===== src/rtl/traffic_ctrl_param.sv =====
// rtl/traffic_ctrl_param.sv - Parameterised car/pedestrian crossing controller with night blink mode
module traffic_ctrl_param #(
   parameter int MIN_GREEN         = 8,
   parameter int YELLOW_CYCLES     = 3,
   parameter int CLEAR_CYCLES      = 2,
   parameter int PED_GREEN_CYCLES  = 6,
   parameter int PED_YELLOW_CYCLES = 3,
   parameter int BLINK_CYCLES      = 4,
   parameter int CNT_W             = 8
) (
   input  logic clk,
   input  logic rst_n,
   input  logic button,
   input  logic night,
   output logic green_c,
   output logic yellow_c,
   output logic red_c,
   output logic green_p,
   output logic yellow_p,
   output logic red_p,
   output logic ped_wait
);

   localparam logic [2:0] CAR_G = 3'd0;
   localparam logic [2:0] CAR_Y = 3'd1;
   localparam logic [2:0] CLR1  = 3'd2;
   localparam logic [2:0] PED_G = 3'd3;
   localparam logic [2:0] PED_Y = 3'd4;
   localparam logic [2:0] CLR2  = 3'd5;
   localparam logic [2:0] NIGHT = 3'd6;

   // Timer values at which each phase ends (timer counts 0..N-1 inside a phase)
   localparam logic [CNT_W-1:0] MIN_G_LAST  = CNT_W'(MIN_GREEN - 1);
   localparam logic [CNT_W-1:0] YEL_LAST    = CNT_W'(YELLOW_CYCLES - 1);
   localparam logic [CNT_W-1:0] CLR_LAST    = CNT_W'(CLEAR_CYCLES - 1);
   localparam logic [CNT_W-1:0] PG_LAST     = CNT_W'(PED_GREEN_CYCLES - 1);
   localparam logic [CNT_W-1:0] PY_LAST     = CNT_W'(PED_YELLOW_CYCLES - 1);
   localparam logic [CNT_W-1:0] BLINK_LAST  = CNT_W'(BLINK_CYCLES - 1);
   localparam logic [CNT_W-1:0] TIMER_MAX   = '1;

   logic [2:0]       state;
   logic [2:0]       state_nxt;
   logic [CNT_W-1:0] timer;
   logic [CNT_W-1:0] timer_nxt;
   logic             req;
   logic             req_nxt;
   logic             blink;
   logic             blink_nxt;
   logic [CNT_W-1:0] blink_cnt;
   logic [CNT_W-1:0] blink_cnt_nxt;
   logic [5:0]       lamps_nxt;

   // Phase sequencing: night only breaks in from CAR_G and wins over a pending request
   always_comb begin
      state_nxt = state;
      case (state)
         CAR_G: begin
            if (night) begin
               state_nxt = NIGHT;
            end else if (req && (timer >= MIN_G_LAST)) begin
               state_nxt = CAR_Y;
            end
         end
         CAR_Y:   if (timer == YEL_LAST) state_nxt = CLR1;
         CLR1:    if (timer == CLR_LAST) state_nxt = PED_G;
         PED_G:   if (timer == PG_LAST)  state_nxt = PED_Y;
         PED_Y:   if (timer == PY_LAST)  state_nxt = CLR2;
         CLR2:    if (timer == CLR_LAST) state_nxt = CAR_G;
         NIGHT:   if (!night)            state_nxt = CLR2;
         default: state_nxt = CAR_G;
      endcase
   end

   // Phase timer restarts at 0 on every state change and saturates instead of wrapping
   always_comb begin
      if (state_nxt != state) begin
         timer_nxt = '0;
      end else if (timer == TIMER_MAX) begin
         timer_nxt = timer;
      end else begin
         timer_nxt = timer + 1'b1;
      end
   end

   // Request latch: consumed on PED_G entry, forced clear around night mode, deaf while pedestrians cross
   always_comb begin
      req_nxt = req;
      if ((state_nxt == PED_G) && (state != PED_G)) begin
         req_nxt = 1'b0;
      end else if ((state == NIGHT) || (state_nxt == NIGHT)) begin
         req_nxt = 1'b0;
      end else if (button && (state != PED_G) && (state != PED_Y)) begin
         req_nxt = 1'b1;
      end
   end

   // Night blink: lit on entry, toggles after every BLINK_CYCLES cycles spent in NIGHT
   always_comb begin
      blink_nxt     = blink;
      blink_cnt_nxt = blink_cnt;
      if ((state_nxt == NIGHT) && (state != NIGHT)) begin
         blink_nxt     = 1'b1;
         blink_cnt_nxt = '0;
      end else if (state == NIGHT) begin
         if (blink_cnt == BLINK_LAST) begin
            blink_cnt_nxt = '0;
            blink_nxt     = ~blink;
         end else begin
            blink_cnt_nxt = blink_cnt + 1'b1;
         end
      end
   end

   // Lamp decode of the upcoming state, {green_c, yellow_c, red_c, green_p, yellow_p, red_p}
   always_comb begin
      lamps_nxt = 6'b100_001;
      case (state_nxt)
         CAR_G:       lamps_nxt = 6'b100_001;
         CAR_Y:       lamps_nxt = 6'b010_001;
         CLR1, CLR2:  lamps_nxt = 6'b001_001;
         PED_G:       lamps_nxt = 6'b001_100;
         PED_Y:       lamps_nxt = 6'b001_010;
         NIGHT:       lamps_nxt = {1'b0, blink_nxt, 1'b0, 3'b001};
         default:     lamps_nxt = 6'b100_001;
      endcase
   end

   // State, timers, latch and registered lamps; reset lands straight on car-green
   always_ff @(posedge clk or negedge rst_n) begin
      if (!rst_n) begin
         state     <= CAR_G;
         timer     <= '0;
         req       <= 1'b0;
         blink     <= 1'b0;
         blink_cnt <= '0;
         {green_c, yellow_c, red_c, green_p, yellow_p, red_p} <= 6'b100_001;
      end else begin
         state     <= state_nxt;
         timer     <= timer_nxt;
         req       <= req_nxt;
         blink     <= blink_nxt;
         blink_cnt <= blink_cnt_nxt;
         {green_c, yellow_c, red_c, green_p, yellow_p, red_p} <= lamps_nxt;
      end
   end

   assign ped_wait = req;

endmodule


===== config.mk =====
export PLATFORM = sky130hd
export DESIGN_NAME = traffic_ctrl_param
export DESIGN_NICKNAME = d
export VERILOG_FILES = /design/src/rtl/traffic_ctrl_param.sv
export SDC_FILE = /design/constraint.sdc
export NUM_CORES = 1
export LEC_CHECK = 0
export ABC_AREA = 1
export BUFFER_PORTS_ARGS = -buffer_cell sky130_fd_sc_hd__buf_2
export CORE_MARGIN = 2
export CORE_UTILIZATION = 60
export DETAILED_ROUTE_END_ITERATION = 12
export GPL_TIMING_DRIVEN = 0
export PLACE_DENSITY = 0.81
export SKIP_LAST_GASP = 1
export SLEW_MARGIN = 10
export SYNTH_ARGS = -nofsm -noshare
export SYNTH_HDL_FRONTEND = slang
export SYNTH_SLANG_ARGS = --single-unit

===== constraint.sdc =====
create_clock -name clk -period 2.55 [get_ports clk]
set_input_delay 0.51 -clock clk [delete_from_list [all_inputs] [get_ports clk]]
set_output_delay 0.51 -clock clk [all_outputs]
set_load 0.01 [all_outputs]

==> results by group <==
Routing
  • Via count: 1379
  • DR iter-0 viols: 31
  • Final antenna-violating net count: 0
  • Pre-antenna DRT Iters: 4
  • Number of remaining DRC errors: 0
  • Routed length per instance: around 12 um
  • Routed vias/inst: approximately 5.4
  • Post-Route WL: 3.13 mm

Critical path
  • CP max FO: 10
  • Crit-path leading delay family: simple AND/OR/NAND/NOR gates
  • Crit path DAT: about 2.1 ns
  • Crit-path slowest cell: dfrtp_1
  • Critical-path cell list: inv_1, ha_1, nand3_1, o21ai_2, nand2_1, nor2_4, nand4_2, nand3_1, nor2_1
  • Critical path buffers and inverters: 1
  • Crit end category: register
  • Worst Setup Start Kind: register
  • Worst stage delay on the critical path: ~0.44 ns
  • Most numerous cell on the critical path: nand3_1
  • CP Class: reg2reg
  • Required time worst endpoint: approximately 2.8 ns

Yosys
  • Post-Synth XOR/XNOR Area: around 3.3%
  • Post-synth top area share: 39.6%
  • Top cells by count, synth: nand2_1, nor2_1, inv_1
  • Register area share after synthesis: 42.9%
  • Count leader, synth: nand2_1
  • Mapped cell area: around 1600 sq um
  • Synth Instances: around 210
  • Post-synthesis compound-gate area fraction: ~5%
  • Mapped Nets: 219
  • Post-synthesis adder-cell area fraction: 3.16%
  • Mux share of post-synthesis cell area: less than 1%
  • Simple-gate share of the synthesized area: around 36%
  • Syn avg cell area: between 7 and 8 sq um
  • Ranking of synthesized cells by area: dfrtp_1, nand2_1, nor2_1, nand3_1, inv_1
  • Largest family of logic cells by synthesized area: simple AND/OR/NAND/NOR gates
  • Synth unique cells: 29
  • FF+latch count, synth: 27
  • EDFF count, synth: 0
  • Most used DFF post-synth: dfrtp_1
  • Yosys top cell by area: dfrtp_1
  • YS warnings: 0
  • Async SR Flop Fraction: 100%

CTS
  • CTS Buf Count: 3
  • Setup Fix Bufs, Post-CTS: 0
  • CTS Root Cell: clkbuf_4
  • Worst skew pair latency: between 0.3 and 0.4 ns
  • Clk sinks: 27
  • CTS tree: built
  • Cts repair resizes: 0
  • CTS max path bufs: 2
  • Reg clk slew, reported paths: 0.16 ns
  • # H-tree levels: 1
  • # hold bufs at CTS: 0

Global routing
  • Total gr overflow: 0
  • Largest net degree at the start of global routing: 28
  • Antenna violations before repair: 0
  • GR Util met2: roughly 39%
  • Met3 Use GR: 2.81%
  • GRT Overall Usage: between 20% and 30%
  • First-pass GRT wire length: 5.42 mm
  • Busiest grt layer: met2
  • Vias in the first global route: ~1300
  • Met1 Track Usage GR: about a quarter

Die
  • Die area: a little over 3000 sq um
  • IO Pins: 11
  • Starting Density: a little under two thirds
  • Die Span Y: around 55 um
  • Row count: 18
  • Core area: about 2500 sq um
  • Width of the die: roughly 55 um

Job
  • Max_cap viols: 0

Place
  • GPL Wtd Cong: just under 0.9
  • Port bufs: 10
  • Hpwl dp: 2.42 mm

Outcome
  • Status: completed

Timing
  • Least-Margin Pin Slew: ~0.60 ns
  • Final Cycle Share: between 70 and 80%
  • Count of final setup violators: 0
  • Worst Skew: ~0.0063 ns
  • Max-slew violations: 0
  • Post-layout minimum cycle time: 1.86 ns
  • Fin Setup TNS: 0 ns
  • Slew headroom: 60.1%
  • Max frequency: roughly 540 MHz
  • Final Hold Viols: 0
  • RSZ-0062 raised after global routing: no

Cells and area
  • Share of layout cells above drive strength 1: 14.2%
  • Number of fill cells: 205
  • Synthesis-to-layout area growth: 7.44%
  • ANT cells: 0
  • Nets: 234

Power and ir drop
  • Pleak: slightly above 0.0009 uW
  • Total power: roughly 1800 uW
  • Max VDD drop: about 670 uV
  • Power Density: about 1000 nW/um^2

Hold path
  • Hold Path Class: in2async
[power breakdown]
part	leakage, uW	internal, uW	switching [uW]
registers	0.000348	582	97.8
clock network	0.0000139	60.0	138
logic	0.000544	296	600
total	0.000906	938	836
[worst paths after layout]
check                                   from      endpoint  slack (ns)  cells after the start
max in group asynchronous              rst_n      timer[5]        2.01                      1
min in group clk                       night         blink        0.55                      3
worst min register to register  blink_cnt[7]  blink_cnt[7]        0.56                      2
worst min-delay path                   rst_n      state[0]        0.16                      1
worst max register to register      timer[1]      ped_wait        0.69                      9
worst max-delay path                timer[1]      ped_wait        0.69                      9
[cell usage in the layout, fill, tap and decap left out]
cell,n
o31ai_1,1
inv_2,1
ha_1,4
nand2_2,3
inv_1,32
nand4_1,2
nand4_2,2
clkinvlp_4,1
buf_2,11
o21ai_2,2
a22oi_1,1
nand3_1,25
nor3_4,1
nand3_2,1
nor2_2,2
nor2_1,35
buf_4,1
mux2i_1,1
clkinv_1,1
nand2_4,1
nand2_1,48
dfrtp_1,25
nor2_4,1
clkbuf_4,3
nand3b_1,1
o21ai_0,8
xor2_1,6
nor3_1,1
nor4_1,1
dfstp_2,2
a21oi_1,1
[registers in the layout, summed over array words and instances (netlist names)]
name       flops
blink_cnt      8
timer          8
state          3
blink          1
green_c        1
green_p        1
ped_wait       1
red_c          1
red_p          1
yellow_c       1
yellow_p       1
[layer usage]
| metal | part of all wire [%] | up-vias | wire length, um |
|---|---|---|---|
| met4 | 2.8 | 0 | 88 |
| met2 | 50 | 32 | 1580 |
| li1 | - | 684 | - |
| met3 | 3.7 | 11 | 115 |
| met1 | 43 | 652 | 1350 |
| met5 | 0 | - | 0 |
[kinds of logic (layout without fill, tap and decap cells)]
kind of cell	count (synthesis)	count (layout)
AND/OR/NAND/NOR	124	124
buffers and inverters	36	50
flip-flops	27	27
AO/OA/AOI/OAI	13	13
XOR/XNOR	6	6
adder cells (fa/ha/maj)	4	4
multiplexers	1	1
[worst register-to-register path, cell delays in order (launching register included)]
cell and delay, ns:
dfrtp_1 0.44, inv_1 0.09, ha_1 0.17, nand3_1 0.12
o21ai_2 0.21, nand2_1 0.12, nor2_4 0.16, nand4_2 0.24
nand3_1 0.18, nor2_1 0.05
[through the flow]
stage / area [sq um] / std cells / util, % / setup slack (ns) / hold WS, ns
global route: 1700 / 255 / 68.6 / 0.522 / 0.183
finish: 1700 / 255 / 68.6 / 0.693 / 0.156
floorplan: 1580 / 211 / - / 0.957 / 0.214
global placement: 1670 / 251 / 67.4 / 0.740 / 0.511
CTS: 1700 / 255 / 68.6 / 0.691 / 0.173
detailed placement: 1670 / 251 / 67.4 / 0.711 / 0.518
[cell type report]
| type | instances | area [sq um] | share of cell area [%] |
|---|---|---|---|
| Inverter | 34 | 128 | 7.51 |
| Timing Repair Buffer | 10 | 50.0 | 2.95 |
| Tap cell | 30 | 37.5 | 2.21 |
| Multi-Input combinational cell | 148 | 763 | 44.9 |
| Clock buffer | 3 | 22.5 | 1.33 |
| Clock inverter | 1 | 7.51 | 0.442 |
| Sequential cell | 27 | 678 | 39.9 |
| Buffer | 2 | 12.5 | 0.736 |
Power figures use the tool's default switching activity.
